**src/rtl/fifo_wr_arbiter.sv**
```systemverilog
// Round-robin write arbiter: N_REQ bursting producers share one FIFO write port.
// Grants one producer at a time and forwards its beats, stalling on fifo_full.
//
// Ports:
//   clk, reset            rising-edge clock, async active-high reset
//   req_valid/last/data   per-producer beat offer (data slice i at [i*DATA_W +: DATA_W])
//   req_ready             beat of producer i accepted when req_valid[i] is also high
//   fifo_write/fifo_data  FIFO write strobe and data
//   fifo_full             FIFO back-pressure
//   grant_id, busy        current grantee (0 when idle) and grant-active flag
module fifo_wr_arbiter #(
  parameter int N_REQ     = 4,
  parameter int DATA_W    = 8,
  parameter int MAX_BURST = 4,
  localparam int ID_W     = (N_REQ > 1) ? $clog2(N_REQ) : 1
) (
  input  logic                    clk,
  input  logic                    reset,
  input  logic [N_REQ-1:0]        req_valid,
  input  logic [N_REQ*DATA_W-1:0] req_data,
  input  logic [N_REQ-1:0]        req_last,
  output logic [N_REQ-1:0]        req_ready,
  output logic                    fifo_write,
  output logic [DATA_W-1:0]       fifo_data,
  input  logic                    fifo_full,
  output logic [ID_W-1:0]         grant_id,
  output logic                    busy
);

  if (N_REQ < 2 || N_REQ > 8) begin : g_bad_n
    $error("N_REQ must be in 2..8");
  end
  if (MAX_BURST < 1 || MAX_BURST > 15) begin : g_bad_b
    $error("MAX_BURST must be in 1..15");
  end

  typedef enum logic {
    S_ARB,
    S_BURST
  } state_e;

  state_e          state_q, state_d;
  logic [ID_W-1:0] grant_q, grant_d;
  logic [3:0]      cnt_q, cnt_d;
  logic [ID_W-1:0] rr_q, rr_d;

  logic            arb_hit;
  logic [ID_W-1:0] arb_idx;
  logic            vld_g;
  logic            last_g;
  logic [DATA_W-1:0] data_g;
  logic            xfer;
  logic            cnt_done;
  logic [ID_W-1:0] next_ptr;

  // (base + off) mod N_REQ, with off < N_REQ
  function automatic logic [ID_W-1:0] wrap_idx(
    input logic [ID_W-1:0] base,
    input int              off
  );
    int s;
    s = int'(base) + off;
    if (s >= N_REQ) s = s - N_REQ;
    return ID_W'(s);
  endfunction

  // Round-robin search starting at rr_q; first hit wins
  always_comb begin
    arb_hit = 1'b0;
    arb_idx = '0;
    for (int k = 0; k < N_REQ; k++) begin
      if (!arb_hit && req_valid[wrap_idx(rr_q, k)]) begin
        arb_hit = 1'b1;
        arb_idx = wrap_idx(rr_q, k);
      end
    end
  end

  assign busy     = (state_q == S_BURST);
  assign grant_id = grant_q;

  assign vld_g  = req_valid[grant_q];
  assign last_g = req_last[grant_q];
  assign data_g = req_data[int'(grant_q)*DATA_W +: DATA_W];

  // ready depends only on state and fifo_full, never on req_valid
  always_comb begin
    req_ready = '0;
    if (busy && !fifo_full) req_ready[grant_q] = 1'b1;
  end

  assign xfer       = busy && vld_g && !fifo_full;
  assign fifo_write = xfer;
  assign fifo_data  = busy ? data_g : '0;

  assign cnt_done = (cnt_q + 4'd1) == 4'(MAX_BURST);
  assign next_ptr = (grant_q == ID_W'(N_REQ - 1)) ?
                    '0 : grant_q + ID_W'(1);

  always_comb begin
    state_d = state_q;
    grant_d = grant_q;
    cnt_d   = cnt_q;
    rr_d    = rr_q;
    unique case (state_q)
      S_ARB: begin
        if (arb_hit) begin
          state_d = S_BURST;
          grant_d = arb_idx;
          cnt_d   = '0;
        end
      end
      S_BURST: begin
        // A bubble releases the grant; fifo_full alone never does
        if (!vld_g || (xfer && (last_g || cnt_done))) begin
          state_d = S_ARB;
          grant_d = '0;
          cnt_d   = '0;
          rr_d    = next_ptr;
        end else if (xfer) begin
          cnt_d = cnt_q + 4'd1;
        end
      end
      default: begin
        state_d = S_ARB;
        grant_d = '0;
        cnt_d   = '0;
      end
    endcase
  end

  always_ff @(posedge clk or posedge reset) begin
    if (reset) begin
      state_q <= S_ARB;
      grant_q <= '0;
      cnt_q   <= '0;
      rr_q    <= '0;
    end else begin
      state_q <= state_d;
      grant_q <= grant_d;
      cnt_q   <= cnt_d;
      rr_q    <= rr_d;
    end
  end

endmodule
```
**config.mk**
```make
export PLATFORM = sky130hd
export DESIGN_NAME = fifo_wr_arbiter
export DESIGN_NICKNAME = d
export VERILOG_FILES = /design/src/rtl/fifo_wr_arbiter.sv
export SDC_FILE = /design/constraint.sdc
export NUM_CORES = 1
export LEC_CHECK = 0
export CAP_MARGIN = 20
export CORE_MARGIN = 10
export CORE_UTILIZATION = 38
export DETAILED_ROUTE_END_ITERATION = 6
export PLACE_DENSITY_LB_ADDON = 0.3
export SETUP_SLACK_MARGIN = 0.02
export SLEW_MARGIN = 20
export SYNTH_ARGS = -nofsm -noshare
export SYNTH_HDL_FRONTEND = slang
export SYNTH_SLANG_ARGS = --single-unit
```
**constraint.sdc**
```tcl
create_clock -name clk -period 2.22 [get_ports clk]
set_input_delay 0.444 -clock clk [delete_from_list [all_inputs] [get_ports clk]]
set_output_delay 0.444 -clock clk [all_outputs]
set_load 0.03 [all_outputs]
```
==> flow_summary.toml <==
[status]
status = "finished, final reports clean"

[critical_path]
slowest_delay_ps = 490
crit_start = "grant_id[0]"
critPathMaxFanout = 8
critical-path-slowest-cell = "sky130_fd_sc_hd__mux4_2"
timing.critical_path.cells = "buf_12 > mux4_2 > nor2b_4 > a311o_1 > o21ai_4 > mux2_4"
worst_r2r_startpoint = "grant_id[0]"
worst_setup_path_start_kind = "register"
cp_data_arrival_time_ps = 2300
critical_path_required_ps = 2360
timing_worst_setup_path_type = "reg2reg"
endpoint_kind = "register"

[place]
gpl.final_weighted_congestion = 0.775
dpl.cell_count = 203
placed_cell_area_um2 = 1760
detailed_placement_hpwl_mm = 2.98
port_buffers = 58

[cells_and_area]
num_antenna_cells = 0
fillCellCount = 200
drive_above_1_share = 0.307
multi_input_comb_area_um2 = 756
seq_area_um2 = 226
layout.cells.most_common = "sky130_fd_sc_hd__clkdlybuf4s50_1"
most_frequent_cells_in_the_layout = "sky130_fd_sc_hd__clkdlybuf4s50_1 (44), sky130_fd_sc_hd__buf_4 (20), sky130_fd_sc_hd__and2_1 (13)"
layoutNonFillerInstCount = 209
flow.area_growth_from_synthesis_pct = 70.6
finalInstanceArea_um2 = 1760
finish.net_count = 229

[timing]
fmax_mhz = 463
final_setup_fails = 0
tightest_slew_ps = 401
max_slew_margin = 0.730
rsz_0062_raised_after_global_routing = "yes"
final_min_period_over_clock_period = 0.973
final-hold-violation-count = 0
final-max-slew-violation-count = 0
period_needed_ps = 2160
clk_skew_ps = 3.79

[detailed_routing]
route.antenna.remaining_nets = 0
post_drt_wl_per_cell_um = 16.8
drt_iter0_markers = 49
dr.pass1.iters = 4
routed_via_density = 5.21
detail_route.wirelength_mm = 3.50
vias = 1088
drc = 0

[power]
share_comb_of_total_power = 0.767
power_switching_mw = 0.816
cell_internal_pwr_mw = 1.01
power.share.switching = 0.446
total_power_per_unit_cell_area_nw_per_um2 = 1040
ir_drop_mv = 0.853
power.clock.fraction = 0.066
static-leakage-power_nw = 0.791
seq_power_share = 0.166

[grt]
overflow = 0
vias_in_the_first_global_route = 1141
grtUsageTotal = 0.132
number_of_antenna_violations_at_the_first_check_in_global_routing = 0
grt_pass1_wl_mm = 5.72
largest_net_degree_at_the_start_of_global_routing = 10

[logic_synthesis]
synthesis.area_per_instance_um2 = 10.0
postSynthNetCount = 152
yosys_register_bits = 9
syn-instance-count = 103
synth-edff-count = 0
synth_ff_type = "sky130_fd_sc_hd__dfrtp_1"
ys_seq_area_frac = 0.218
post_synth_instance_area_um2 = 1030
number_of_unique_standard_cell_types_used_by_synthesis = 39
synth_warnings = 0
postSynth.asyncResetShare = 1.00

[cts]
clock_insertion_delay_worst_skew_ps = 250
cts_inserted_buffers = 3
cts.htree.levels = 1
clockRootBuffer = "sky130_fd_sc_hd__clkbuf_4"
clk_path_buf_depth = 2
cts_hold_repair.buffers = 0
cts_num_sinks = 9
clk_pin_slew_worst_paths_ps = 60
cts_tree = "built"

[run]
maxCapViolCount = 0

[floorplan]
initial_utilization = 0.409
io_pins = 59
die_height_um = 72.1
floorplan.die.width_um = 72.1
die_area_um2 = 5200
placeableCoreArea_um2 = 2520
rows = 18

[min_path]
holdCritPathClass = "in2async"
[cell type report]
cell class,count,area share
clock buffers,4,0.0149
inverters,8,0.0171
multi-input cells,83,0.430
flip-flops and latches,9,0.129
well taps,30,0.0213
repair buffers,75,0.388
[path summary, 6_finish.rpt]
| check | endpoint | slack (ps) | depth (start not counted) |
|---|---|---|---|
| min reg2reg | cnt_q[1] | 570 | 2 |
| max in group asynchronous | grant_id[0] | 1510 | 2 |
| min in group clk | cnt_q[1] | 570 | 2 |
| max | rr_q[0] | 60 | 6 |
| min | busy | 440 | 2 |
| max reg2reg | rr_q[0] | 60 | 6 |
[logic make-up (layout without fill, tap and decap cells)]
kind of cell	count (synthesis)	after routing	synth area share
and+or+nand+nor	46	46	0.257
AOI/OAI and AO/OA	18	18	0.140
muxes	13	13	0.265
buffers and inverters	11	87	0.0473
DFF	9	9	0.218
adders and majority gates	6	6	0.0728
[flip-flops by register name, indices dropped and copies added, names as in the netlist]
name      cells
cnt_q         4
grant_id      2
rr_q          2
busy          1
[cells in the mapped netlist (4+ instances only)]
cell type | n | area, µm²
sky130_fd_sc_hd__and2_1 | 13 | 81.3
sky130_fd_sc_hd__dfrtp_1 | 9 | 225
sky130_fd_sc_hd__ha_1 | 6 | 75.1
sky130_fd_sc_hd__inv_1 | 8 | 30.0
sky130_fd_sc_hd__mux4_2 | 8 | 180
sky130_fd_sc_hd__nand2_1 | 6 | 22.5
sky130_fd_sc_hd__nand2b_1 | 4 | 25.0
sky130_fd_sc_hd__nand3_1 | 4 | 20.0
sky130_fd_sc_hd__nor2_1 | 6 | 22.5
sky130_fd_sc_hd__o21ai_0 | 5 | 25.0
[layer usage]
layer | vias up | global-route usage | wire length [µm]
li1 | 538 | - | -
met1 | 506 | 0.162 | 1530
met2 | 44 | 0.238 | 1750
met3 | 0 | 0.0218 | 218
met4 | 0 | 0.0194 | 0
met5 | - | 0 | 0
[critical path, delay by kind of cell (launching register included)]
family / cells / cell delay (ps)
mux: 2 / 810
compound gates: 2 / 510
flops: 1 / 430
buf+inv: 1 / 150
simple gates: 1 / 140
[power by group through the flow]
stage | logic, mW | clock network [mW] | registers, mW
final | 1.40 | 0.122 | 0.305
after global routing | 1.53 | 0.130 | 0.317
after CTS | 1.40 | 0.125 | 0.303
after detailed placement | 1.45 | 0 | 0.314
after global placement | 1.42 | 0 | 0.308
after floorplan | 0.796 | 0 | 0.361
[timing repair]
action                                  CTS  global route
hold endpoints to repair                  0             0
pin swaps                                 0             0
buffers inserted                          1             1
endpoints found under the setup margin   11             7
resized for setup                        43             7
[per-stage QoR]
stage          setup WS (ps)  hold slack, ps  power (mW)   util  TNS [ps]
2_1_floorplan            135             272        1.16      -         0
3_3_place_gp            -387             543        1.73  0.697     -3170
3_5_place_dp            -406             561        1.76  0.697     -3550
4_1_cts                 6.68             446        1.83  0.695         0
5_1_grt                -23.6             491        1.97  0.697     -45.9
6_report                60.9             442        1.83  0.697         0
Note: power is estimated with default switching activity, not from simulation.
